File: src/rtl/product_accumulator_pkg.sv
// product_accumulator_pkg
//   Shared definitions for the product accumulator: FSM state type,
//   default parameter values and the counter-width helper.
//   Optional feature macro used by the design: PRODUCT_ACC_SAT_EN.
package product_accumulator_pkg;

    typedef enum logic {
        ACCUM = 1'b0,
        FULL  = 1'b1
    } state_e;

    localparam int unsigned PROD_W_DEF = 8;
    localparam int unsigned ACC_W_DEF  = 10;
    localparam int unsigned COUNT_DEF  = 8;

    // Beat counter width; at least one bit even for tiny batches.
    function automatic int unsigned cnt_width(input int unsigned count);
        return (count <= 2) ? 1 : $clog2(count);
    endfunction

endpackage

File: src/rtl/product_accumulator_acc_add_sat.sv
// product_accumulator_acc_add_sat
//   Combinational accumulate step: i_acc + zero-extended i_prod, computed
//   ACC_W+1 bits wide. With PRODUCT_ACC_SAT_EN defined the carry clamps the
//   result to all-ones and raises o_sat_hit; otherwise the sum wraps and
//   o_sat_hit is 0.
//
//   Ports:
//     i_acc       [ACC_W-1:0]   current accumulator value
//     i_prod      [PROD_W-1:0]  unsigned product to add
//     o_next_acc  [ACC_W-1:0]   updated accumulator value
//     o_sat_hit                 sum overflowed ACC_W bits (saturating build only)
module product_accumulator_acc_add_sat
    import product_accumulator_pkg::*;
#(
    parameter int unsigned PROD_W = PROD_W_DEF,
    parameter int unsigned ACC_W  = ACC_W_DEF
) (
    input  logic [ACC_W-1:0]  i_acc,
    input  logic [PROD_W-1:0] i_prod,
    output logic [ACC_W-1:0]  o_next_acc,
    output logic              o_sat_hit
);

    logic [ACC_W:0] w_sum;

    assign w_sum = {1'b0, i_acc} + {{(ACC_W + 1 - PROD_W){1'b0}}, i_prod};

`ifdef PRODUCT_ACC_SAT_EN
    assign o_sat_hit  = w_sum[ACC_W];
    assign o_next_acc = w_sum[ACC_W] ? {ACC_W{1'b1}} : w_sum[ACC_W-1:0];
`else
    // Carry is dropped: the accumulator wraps modulo 2^ACC_W.
    logic w_unused_carry;
    assign w_unused_carry = w_sum[ACC_W];
    assign o_sat_hit      = 1'b0;
    assign o_next_acc     = w_sum[ACC_W-1:0];
`endif

endmodule

File: src/rtl/product_accumulator.sv
// product_accumulator
//   Sums batches of COUNT unsigned products received over a valid/ready
//   input and presents each batch sum on a valid/ready output. The input
//   handshake is accepted in the same cycle the held sum is consumed, so a
//   new batch starts without a bubble (one batch per COUNT cycles).
//   Optional saturation is enabled with the macro PRODUCT_ACC_SAT_EN.
//
//   Ports:
//     clock         rising-edge clock
//     reset         asynchronous active-high reset
//     io_clear      synchronous abort of the current batch (drops any beat)
//     io_in_valid   product beat valid
//     io_in_ready   block can accept a product
//     io_in_bits    unsigned product [PROD_W-1:0]
//     io_out_valid  batch sum available
//     io_out_ready  consumer accepts the sum
//     io_out_bits   batch sum [ACC_W-1:0]
//     io_out_sat    batch saturated (always 0 unless saturation is built in)
module product_accumulator
    import product_accumulator_pkg::*;
#(
    parameter int unsigned PROD_W = PROD_W_DEF,
    parameter int unsigned ACC_W  = ACC_W_DEF,
    parameter int unsigned COUNT  = COUNT_DEF
) (
    input  logic              clock,
    input  logic              reset,
    input  logic              io_clear,
    input  logic              io_in_valid,
    output logic              io_in_ready,
    input  logic [PROD_W-1:0] io_in_bits,
    output logic              io_out_valid,
    input  logic              io_out_ready,
    output logic [ACC_W-1:0]  io_out_bits,
    output logic              io_out_sat
);

    localparam int unsigned CntW = cnt_width(COUNT);
    localparam logic [CntW-1:0] LastCnt = CntW'(COUNT - 1);

    state_e          r_state;
    state_e          w_state_next;
    logic [ACC_W-1:0] r_acc;
    logic [ACC_W-1:0] w_acc_next;
    logic [CntW-1:0]  r_cnt;
    logic [CntW-1:0]  w_cnt_next;

    logic             w_in_fire;
    logic             w_out_fire;
    logic [ACC_W-1:0] w_add_base;
    logic [ACC_W-1:0] w_add_result;
    logic             w_sat_hit;

    // Ready only depends on state and io_out_ready, never on io_in_valid.
    assign io_in_ready  = (r_state == ACCUM) | io_out_ready;
    assign io_out_valid = (r_state == FULL);
    assign io_out_bits  = (r_state == FULL) ? r_acc : '0;

    assign w_in_fire  = io_in_valid & io_in_ready;
    assign w_out_fire = (r_state == FULL) & io_out_ready;

    // In FULL an accepted beat opens a new batch, so the add starts from zero.
    assign w_add_base = (r_state == FULL) ? '0 : r_acc;

    product_accumulator_acc_add_sat #(
        .PROD_W (PROD_W),
        .ACC_W  (ACC_W)
    ) u_acc_add_sat (
        .i_acc      (w_add_base),
        .i_prod     (io_in_bits),
        .o_next_acc (w_add_result),
        .o_sat_hit  (w_sat_hit)
    );

    always_comb begin
        w_state_next = r_state;
        w_acc_next   = r_acc;
        w_cnt_next   = r_cnt;
        if (io_clear) begin
            w_state_next = ACCUM;
            w_acc_next   = '0;
            w_cnt_next   = '0;
        end else begin
            unique case (r_state)
                ACCUM: begin
                    if (w_in_fire) begin
                        w_acc_next = w_add_result;
                        if (r_cnt == LastCnt) begin
                            w_state_next = FULL;
                            w_cnt_next   = '0;
                        end else begin
                            w_cnt_next = r_cnt + CntW'(1);
                        end
                    end
                end
                FULL: begin
                    if (w_out_fire) begin
                        w_state_next = ACCUM;
                        if (w_in_fire) begin
                            w_acc_next = w_add_result;
                            w_cnt_next = CntW'(1);
                        end else begin
                            w_acc_next = '0;
                            w_cnt_next = '0;
                        end
                    end
                end
            endcase
        end
    end

    always_ff @(posedge clock or posedge reset) begin
        if (reset) begin
            r_state <= ACCUM;
            r_acc   <= '0;
            r_cnt   <= '0;
        end else begin
            r_state <= w_state_next;
            r_acc   <= w_acc_next;
            r_cnt   <= w_cnt_next;
        end
    end

`ifdef PRODUCT_ACC_SAT_EN
    logic r_sat;
    logic w_sat_next;

    // Sticky for the batch; a batch opened in FULL starts from zero and
    // cannot overflow on its first beat, so it takes the fresh hit value.
    always_comb begin
        w_sat_next = r_sat;
        if (io_clear) begin
            w_sat_next = 1'b0;
        end else if ((r_state == ACCUM) && w_in_fire) begin
            w_sat_next = r_sat | w_sat_hit;
        end else if (w_out_fire) begin
            w_sat_next = w_in_fire & w_sat_hit;
        end
    end

    always_ff @(posedge clock or posedge reset) begin
        if (reset) begin
            r_sat <= 1'b0;
        end else begin
            r_sat <= w_sat_next;
        end
    end

    assign io_out_sat = (r_state == FULL) & r_sat;
`else
    logic w_unused_sat_hit;
    assign w_unused_sat_hit = w_sat_hit;
    assign io_out_sat       = 1'b0;
`endif

endmodule

File: config.mk
export PLATFORM = sky130hd
export DESIGN_NAME = product_accumulator
export DESIGN_NICKNAME = d
export VERILOG_FILES = /design/src/rtl/product_accumulator_pkg.sv /design/src/rtl/product_accumulator_acc_add_sat.sv /design/src/rtl/product_accumulator.sv
export SDC_FILE = /design/constraint.sdc
export NUM_CORES = 1
export LEC_CHECK = 0
export CORE_UTILIZATION = 52
export DETAILED_ROUTE_END_ITERATION = 7
export GPL_TIMING_DRIVEN = 0
export PLACE_DENSITY = 0.85
export RECOVER_POWER = 100
export SETUP_SLACK_MARGIN = 0.3
export SYNTH_ARGS = -nofsm -noshare
export SYNTH_HDL_FRONTEND = slang
export SYNTH_SLANG_ARGS = --single-unit
File: constraint.sdc
create_clock -name clock -period 4.7 [get_ports clock]
set_input_delay 0.94 -clock clock [delete_from_list [all_inputs] [get_ports clock]]
set_output_delay 0.94 -clock clock [all_outputs]
set_load 0.01 [all_outputs]
==> flow_summary.toml, run 1 <==
[outcome]
status = "finished, final reports clean"

[critical_path]
path_buf_inv = 2
slowest_delay_ns = 0.62
slowest_stage = "dlygate4sd3_1"
worst-path-max-fanout = 4
r2r_cells = 9
start_kind = "primary input"
required_ns = 3.76
worstPathArrival_ns = 2.19
crit_family = "buffers and inverters"
worstSetupPathType = "in -> out"
worstReg2RegEnd = "r_acc[9]"
cp_cell_sequence = "clkdlybuf4s50_1, nand2b_1, dlygate4sd3_1"
r2r-start = "io_out_valid"
cp-end-kind = "output pin"
ff2ff_setup_slack_ns = 1.97

[grt]
use_met2_pct = 39.2
grtUsageMet1_pct = 31.7
grt_pass1_wl_mm = 3.59
use_met3_pct = 2.35
busiest_layer = "met2"
grt_overflow_total = 0
antenna_found_initial = 0
grt_max_degree = 15
track_usage_pct = 24.3
first_global_vias = 807

[placement]
place_ws_ns = 1.62
place_area_um2 = 1300
port_buffers = 24
place_congestion = 0.846
dp_hpwl_mm = 1.73

[power]
comb_power_share_pct = 29.0
leakagePower_nw = 0.650
power.switching_w = 0.000100
power.density_nw_per_um2 = 243
p_int_w = 0.000225
ir_drop_mv = 0.195
power_frac_clock_pct = 28.2
swShare_pct = 30.8
p_seq_share_pct = 42.8
power_w = 0.000325

[sta]
rsz0062_at_grt = "false"
slew_headroom_pct = 62.3
timing.fmax_ghz = 0.319
setup_tns_ns = 0
setup_slack_ns = 1.57
clock-skew-final_ns = 0.00359
fin_crit_ns = 3.13
worst_slew_pin_slew_ns = 0.565
hold_viol = 0
period_share_pct = 66.6
maxSlewViolCount = 0
finalSetupViolCount = 0

[clock_network]
cts-root-buf = "clkbuf_4"
cts_hold_buf = 0
cts_buffer_depth = 2
clkTransAtPathRegs_ns = 0.09
cts_htree_levels = 1
numCtsBuffers = 3
clock_sinks = 14
cts_tree = "done"
cts_resized = 0
postCtsSetupBuffers = 0
clk_latency_ns = 0.29

[synthesis]
synthCells = 114
syn_area_per_cell_um2 = 9.05
synth.top_cells.by_area = "dfrtp_1 34%, ha_1 12%, and2_1 6.1%"
yosys_warnings = 0
synthesis.nets = 138
ys_seq_area_share_pct = 33.9
syn_area_um2 = 1030
synth_top_area_share_pct = 33.9
yosys_register_bits = 14
ys_types = 30
yosysTopAreaCell = "dfrtp_1"

[cells_and_area]
drive_gt1_share_pct = 3.52
finalNetCount = 167
area_growth_pct = 29.8
diodes = 0
fin_area_um2 = 1340

[die]
num_rows = 15
start_util_pct = 57.3
ios = 26
dieArea_um2 = 2170
die-width_um = 46.6
die_h_um = 46.6
core_um2 = 1800

[min_path]
hold_path.startpoint = "r_acc[9]"
hp-class = "reg -> reg"
min_to = "r_acc[9]"
hold_path_depth = 1

[detailed_routing]
routed_wl_mm = 2.28
drtIter0Drc = 18
vias_per_cell = 5.63
vias = 941
first_pass_iters = 4
remaining_drc_errors = 0
ant_nets = 0
wire_per_inst_um = 13.7

[run]
maxCapViolCount = 0
## final cells by class
| class | count | area, um^2 |
|---|---|---|
| buffer | 4 | 18.8 |
| clock buffer | 4 | 36.3 |
| fill | 147 | 462 |
| inverter | 5 | 18.8 |
| multi-input combinational | 91 | 644 |
| sequential | 14 | 350 |
| tap | 25 | 31.3 |
| timing repair buffer | 24 | 240 |
## worst max path at each step
stage / from / to / slack [ns] / cells past startpoint
6_report: io_out_ready / io_in_ready / 1.57 / 3
5_1_grt: io_out_ready / io_in_ready / 1.51 / 3
4_1_cts: io_out_ready / io_in_ready / 1.62 / 3
3_5_place_dp: io_in_bits[0] / r_acc[6] / 1.62 / 9
3_3_place_gp: io_out_ready / io_in_ready / 1.64 / 3
2_1_floorplan: io_in_bits[0] / r_acc[6] / 2.18 / 8
## state kept, by name, indices dropped and copies added (netlist names)
register and flops:
r_acc 10, r_cnt 3, io_out_valid 1
## stage by stage
stage               util [%]  std cells  hold WS (ns)
detailed placement      72.4        163         0.487
CTS                     74.4        167         0.509
finish                  74.4        167         0.506
floorplan                  -        114         0.456
global route            74.4        167         0.527
global placement        72.4        163         0.476
## synth_stat cells
cell / count
a211oi_1: 2
a21o_1: 4
a21oi_1: 5
a22o_1: 4
a31oi_1: 1
a32o_1: 1
and2_1: 10
and3b_1: 1
buf_4: 1
clkbuf_1: 3
conb_1: 1
dfrtp_1: 14
fa_1: 1
ha_1: 10
inv_1: 5
nand2_1: 11
nand2b_1: 2
nor2_1: 2
nor2b_1: 10
nor3b_1: 3
o211ai_1: 2
o21a_1: 2
o21ai_0: 8
o21ai_1: 1
o21bai_1: 1
o311ai_1: 2
o31a_1: 1
or3_1: 2
xnor2_1: 1
xor2_1: 3
## cell families (layout without fill, tap and decap cells)
| kind of cell | Yosys count | count (layout) | share of synthesized area (%) |
|---|---|---|---|
| and+or+nand+nor | 41 | 41 | 22.3 |
| AOI/OAI and AO/OA | 34 | 34 | 22.3 |
| buffers and inverters | 9 | 37 | 3.64 |
| xor gates and xnor gates | 4 | 4 | 3.39 |
| adders and majority gates | 11 | 11 | 14.1 |
| other | 1 | 1 | 0.363 |
| DFF | 14 | 14 | 33.9 |
## routing by layer
| layer | vias to the layer above | wire length, um |
|---|---|---|
| met2 | 34 | 1100 |
| met5 | - | 0 |
| met3 | 9 | 81 |
| met1 | 441 | 1040 |
| met4 | 0 | 61 |
| li1 | 457 | - |
## cell usage in the layout, fill, tap and decap left out, drive strengths merged, types with 3 or more instances in the layout
cell type      Yosys  final
dfrtp             14     14
clkdlybuf4s50      0     12
dlygate4sd3        0     12
nand2             11     11
nor2b             10     10
ha                10     10
and2              10     10
o21ai              9      9
clkbuf             3      7
a21oi              5      5
inv                5      5
a22o               4      4
a21o               4      4
nor3b              3      3
xor2               3      3
## power by group through the flow
stage	Combinational, W	Clock, W	Sequential [W]
after floorplan	0.0000693	0	0.000138
after global placement	0.0000905	0	0.000140
after detailed placement	0.0000940	0	0.000141
after CTS	0.0000952	0.0000924	0.000139
after global routing	0.000104	0.000100	0.000140
final	0.0000942	0.0000918	0.000139
Note: power is estimated with default switching activity, not from simulation.
==> inputs of run 2 (changes only) <==
--- a/config.mk
+++ b/config.mk
@@ -5,10 +5,10 @@
 export SDC_FILE = /design/constraint.sdc
 export NUM_CORES = 1
 export LEC_CHECK = 0
-export CORE_UTILIZATION = 52
+export CORE_UTILIZATION = 43
 export DETAILED_ROUTE_END_ITERATION = 7
 export GPL_TIMING_DRIVEN = 0
-export PLACE_DENSITY = 0.85
+export PLACE_DENSITY = 0.75
 export RECOVER_POWER = 100
 export SETUP_SLACK_MARGIN = 0.3
 export SYNTH_ARGS = -nofsm -noshare
==> constraint.sdc (replaced) <==
create_clock -name clock -period 2.6 [get_ports clock]
set_input_delay 0.52 -clock clock [delete_from_list [all_inputs] [get_ports clock]]
set_output_delay 0.52 -clock clock [all_outputs]
set_load 0.01 [all_outputs]
==> run 2 against run 1 <==
Setup slack got worse by 1.3 ns. Non-clock buffer count grew 11. Design area is 12% higher. Core utilization is 7.1 points lower. Sequential cell count unchanged. Clock power is 80% higher. Count of clock-buffer cells in the layout unchanged. Die area grew 20%. Combinational power grew 120%. Cell count grew 8.4%.
==> flow_summary.toml, run 2 (same netlist as run 1, synthesis figures left out) <==
[clock_network]
numCtsBuffers = 3
cts_hold_buf = 0
clock_sinks = 14
cts_buffer_depth = 2
cts_htree_levels = 1
cts-root-buf = "clkbuf_4"
cts_tree = "done"
clk_latency_ns = 0.29
clkTransAtPathRegs_ns = 0.09

[detailed_routing]
wire_per_inst_um = 15.4
vias_per_cell = 5.51
first_pass_iters = 4
remaining_drc_errors = 0
ant_nets = 0
vias = 997
drtIter0Drc = 21
routed_wl_mm = 2.79

[critical_path]
required_ns = 2.79
r2r_cells = 10
slowest_stage = "dfrtp_1"
worstSetupPathType = "reg -> reg"
worst-path-max-fanout = 5
cp-end-kind = "flop"
worstReg2RegEnd = "r_acc[6]"
r2r-start = "io_out_valid"
cp_cell_sequence = "buf_8, nor2b_2, ha_1, inv_2, fa_1, nor2b_4, o31a_1, o21a_1, or3_1, a32o_1"
ff2ff_setup_slack_ns = 0.27
critical_path.startpoint = "io_out_valid"
slowest_delay_ns = 0.42
worstPathArrival_ns = 2.51
start_kind = "flop"

[grt]
grt_pass1_wl_mm = 4.22
antenna_found_initial = 0
grt_max_degree = 15
grt_overflow_total = 0
track_usage_pct = 22.6
first_global_vias = 945

[sta]
finalSetupViolCount = 0
fin_crit_ns = 2.33
timing.fmax_ghz = 0.430
worst_slew_pin_slew_ns = 0.577
rsz0062_at_grt = "true"
slew_headroom_pct = 61.5
clock-skew-final_ns = 0.00264
hold_ws_ns = 0.514
maxSlewViolCount = 0
hold_viol = 0
period_share_pct = 89.5

[cells_and_area]
fin_area_um2 = 1500
area_growth_pct = 45.6
finalNetCount = 178
final_cell_mix = "14 x dlygate4sd3_1, 14 x dfrtp_1, 11 x nand2_1, 11 x buf_4, 10 x and2_1"
diodes = 0
utilization_pct = 67.3
drive_gt1_share_pct = 17.6
largest_reg_flops = 10
regMostFlops = "r_acc"

[min_path]
hold_path.startpoint = "r_cnt[1]"
min_to = "r_cnt[1]"
hp-class = "reg -> reg"
hold_path_depth = 1

[die]
die-width_um = 51.0
dieArea_um2 = 2600
num_rows = 17
ios = 26
die_h_um = 51.0
core_um2 = 2230
start_util_pct = 46.2

[run]
maxCapViolCount = 0

[power]
power.density_nw_per_um2 = 415
power_w = 0.000623
ir_drop_mv = 0.350
leakagePower_nw = 0.742

[outcome]
status = "finished, final reports clean"

[placement]
dp_hpwl_mm = 1.82
place_area_um2 = 1310
place_congestion = 0.805
port_buffers = 24
## run 2: cell count changes in the layout (fill, tap and decap cells not counted), sizes merged
| cell | before | now |
|---|---|---|
| dlygate4sd2 | 0 | 1 |
| clkbuf | 7 | 6 |
| buf | 1 | 13 |
| dlygate4sd3 | 12 | 14 |
| clkdlybuf4s50 | 12 | 9 |
## run 2: through the flow
step | setup WS [ns] | std cells | TNS, ns
after global routing | 0.201 | 181 | 0
final | 0.274 | 181 | 0
after CTS | 0.303 | 177 | 0
after floorplan | 0.325 | 114 | 0
after global placement | -0.0215 | 166 | -0.0215
after detailed placement | -0.0635 | 166 | -0.0635
## run 2: critical path, delay by kind of cell (launching register included)
| kind | cells | cell delay [ns] |
|---|---|---|
| DFF | 1 | 0.42 |
| and+or+nand+nor | 3 | 0.40 |
| AOI/OAI and AO/OA | 3 | 0.76 |
| buffers and inverters | 2 | 0.20 |
| adders and majority gates | 2 | 0.44 |
## run 2: worst max-delay path by stage
stage | slack, ns | endpoint
final | 0.27 | r_acc[6]
after global routing | 0.20 | r_acc[7]
after CTS | 0.30 | r_acc[6]
after detailed placement | -0.06 | r_acc[6]
after floorplan | 0.32 | r_acc[6]
after global placement | -0.02 | r_acc[6]
## run 2: final cells by class
type,count,area [um^2]
multi-input combinational,91,694
inverter,5,18.8
clock buffer,4,36.3
fill,186,731
buffer,4,33.8
sequential,14,350
tap,28,35.0
timing repair buffer,35,334
## run 2: timing repair
item,in CTS,in global routing
setup endpoints to repair,11,14
pin swaps,6,10
setup buffers,7,4
resized for setup,6,16
## run 2: where the power goes
group,switching [W],internal [W]
clock,0.0000801,0.0000853
combinational,0.000102,0.000105
sequential,0.0000145,0.000237
total,0.000197,0.000427
## run 2: layer usage
layer | up-vias | track usage (%) | wire length [um]
li1 | 484 | - | -
met5 | - | 0 | 0
met2 | 23 | 38.2 | 1390
met4 | 0 | 14.4 | 83
met3 | 8 | 2.98 | 99
met1 | 482 | 26.7 | 1220
==> inputs of run 3 (changes only) <==
--- a/config.mk
+++ b/config.mk
@@ -5,10 +5,14 @@
 export SDC_FILE = /design/constraint.sdc
 export NUM_CORES = 1
 export LEC_CHECK = 0
-export CORE_UTILIZATION = 43
+export ABC_AREA = 1
+export CAP_MARGIN = 10
+export CELL_PAD_IN_SITES_DETAIL_PLACEMENT = 1
+export CELL_PAD_IN_SITES_GLOBAL_PLACEMENT = 1
+export CORE_UTILIZATION = 32
 export DETAILED_ROUTE_END_ITERATION = 7
 export GPL_TIMING_DRIVEN = 0
-export PLACE_DENSITY = 0.75
+export PLACE_DENSITY = 0.76
 export RECOVER_POWER = 100
 export SETUP_SLACK_MARGIN = 0.3
 export SYNTH_ARGS = -nofsm -noshare
==> run 3 against run 2 <==
Via count rose by 20%. Sequential cell count did not move. Critical path depth is 6 lower. Combinational power grew 6%. Critical endpoint is now io_in_ready.
==> flow_summary.toml, run 3 <==
[sta]
timing.fmax_ghz = 0.423
clock-skew-final_ns = 0.00114
worst_slew_pin_slew_ns = 0.556
maxSlewViolCount = 0
fin_crit_ns = 2.37
hold_viol = 0
setup_tns_ns = 0
hold_ws_ns = 0.480
period_share_pct = 91.0
slew_headroom_pct = 62.9
rsz0062_at_grt = "false"
finalSetupViolCount = 0

[clock_network]
cts-root-buf = "clkbuf_8"
cts_htree_levels = 1
numCtsBuffers = 3
clock_sinks = 14
clk_latency_ns = 0.25
cts_tree = "done"
cts_buffer_depth = 2
clkTransAtPathRegs_ns = 0.06

[detailed_routing]
wire_per_inst_um = 12.3
remaining_drc_errors = 0
ant_nets = 0
drtIter0Drc = 28
vias = 1200
vias_per_cell = 4.60
routed_wl_mm = 3.21
first_pass_iters = 4

[synthesis]
yosys_register_bits = 14
synthesis.nets = 206
ys_types = 27
syn_area_um2 = 1240
ys_top_cells_by_count = "50 x nand2_1, 36 x inv_1, 15 x nor2_1, 14 x dfrtp_1, 11 x nand3_1"
synth_top_area_share_pct = 28.3
synth.top_cells.by_area = "dfrtp_1 28%, nand2_1 15%, inv_1 11%"
synth-edff-count = 0
yosysTopAreaCell = "dfrtp_1"
synthCells = 182
yosys_warnings = 0
synthFlopType = "dfrtp_1"
ys_seq_area_share_pct = 28.3
syn_area_per_cell_um2 = 6.79
async_flop_share_pct = 100
synth.most_common_cell = "nand2_1"

[die]
num_rows = 22
dieArea_um2 = 4120
die-width_um = 64.2
die_h_um = 64.2
core_um2 = 3690
ios = 26
start_util_pct = 33.5

[outcome]
status = "finished, final reports clean"

[grt]
track_usage_pct = 17.7
grt_max_degree = 15
grt_overflow_total = 0
antenna_found_initial = 0
grt_pass1_wl_mm = 5.53
first_global_vias = 1217

[critical_path]
worstSetupPathType = "in -> out"
start_kind = "primary input"
worst-path-max-fanout = 4
slowest_delay_ns = 0.56
required_ns = 2.08
worstPathArrival_ns = 1.85
slowest_stage = "dlygate4sd3_1"
path_buf_inv = 3
cp_cell_sequence = "dlygate4sd3_1, nor2_1, inv_1, clkdlybuf4s50_1"
cp-end-kind = "output pin"
ff2ff_setup_slack_ns = 0.33
crit_family = "buffers and inverters"

[cells_and_area]
layout_commonest_cell = "nand2_1"
area_growth_pct = 29.0
regMostFlops = "r_acc"
drive_gt1_share_pct = 11.7
finalNetCount = 238
diodes = 0
largest_reg_flops = 10
fin_area_um2 = 1600
final_cell_mix = "51 x nand2_1, 37 x inv_1, 15 x nor2_1, 14 x dfrtp_1, 13 x dlygate4sd3_1"

[run]
maxCapViolCount = 0

[min_path]
hp-class = "reg -> reg"

[power]
leakagePower_nw = 0.932
power_frac_clock_pct = 31.4
swShare_pct = 32.7
ir_drop_mv = 0.150
power.density_nw_per_um2 = 427
power.switching_w = 0.000223
p_int_w = 0.000459
p_seq_share_pct = 36.5
comb_power_share_pct = 32.1

[placement]
dp_hpwl_mm = 2.56
port_buffers = 24
place_congestion = 0.746
place_area_um2 = 1540
## run 3: changes by cell type after synthesis, moves of 6 or more
cell	before	now
nand3_1	0	11
o21ai_0	8	2
nor2b_1	10	0
nor2_1	2	15
and2_1	10	0
nand2_1	11	50
inv_1	5	36
## run 3: final timing paths
| check | from | endpoint | cells past startpoint |
|---|---|---|---|
| max in group asynchronous | reset | r_acc[3] | 2 |
| max | io_out_ready | io_in_ready | 4 |
| min | r_cnt[2] | r_cnt[2] | 2 |
| max reg2reg | io_out_valid | r_acc[8] | 13 |
| min in group asynchronous | reset | r_cnt[2] | 2 |
| min reg2reg | r_cnt[2] | r_cnt[2] | 2 |
## run 3: stage by stage
stage / std cells / utilization, % / setup slack [ns] / total power, W
2_1_floorplan: 182 / - / 0.508 / 0.000409
4_1_cts: 259 / 43.5 / 0.309 / 0.000692
5_1_grt: 261 / 43.2 / 0.173 / 0.000727
3_3_place_gp: 254 / 41.7 / 0.184 / 0.000466
3_5_place_dp: 254 / 41.7 / 0.166 / 0.000474
6_report: 261 / 43.2 / 0.235 / 0.000681
## run 3: timing repair
item / CTS / global route
setup buffers: 1 / 2
gates resized for setup: 2 / 2
endpoints found under the setup margin: 2 / 3
pin swaps: 1 / 3
hold buffers: 0 / 0
## run 3: final cells by class
cell class                      count  area, um^2
Buffer                              3        22.5
Clock buffer                        4        55.1
Fill cell                         484        2090
Inverter                           41         158
Multi-Input combinational cell    124         687
Sequential cell                    14         350
Tap cell                           48        60.1
Timing Repair Buffer               27         263
## run 3: power groups by stage
stage / registers, W / clock network [W] / logic [W]
floorplan: 0.000249 / 0 / 0.000161
global placement: 0.000250 / 0 / 0.000216
detailed placement: 0.000252 / 0 / 0.000222
CTS: 0.000248 / 0.000218 / 0.000225
global route: 0.000251 / 0.000228 / 0.000248
finish: 0.000249 / 0.000214 / 0.000219
## run 3: logic make-up (layout without fill, tap and decap cells)
| group | count (synthesis) | in the layout | share of synthesized area (%) |
|---|---|---|---|
| other | 1 | 1 | 0.303 |
| AND/OR/NAND/NOR | 87 | 87 | 31.9 |
| AO/OA/AOI/OAI | 24 | 24 | 12.6 |
| XOR/XNOR | 1 | 1 | 0.709 |
| adder cells (fa/ha/maj) | 11 | 11 | 11.7 |
| flip-flops | 14 | 14 | 28.3 |
| buffers and inverters | 44 | 75 | 14.5 |
## run 3: tightest hold or removal path: stages, from the launching register on
cell,delay (ns)
dfrtp_1,0.35
nand2_1,0.05
nand2_1,0.05
## run 3: metal layers
metal  part of all wire (%)  vias up  GRT usage, %
met2                     49       23          30.2
met5                      0        -             0
met1                     47      555          22.7
met3                    2.5        4          1.25
met4                    1.6        0          8.33
li1                       -      618             -
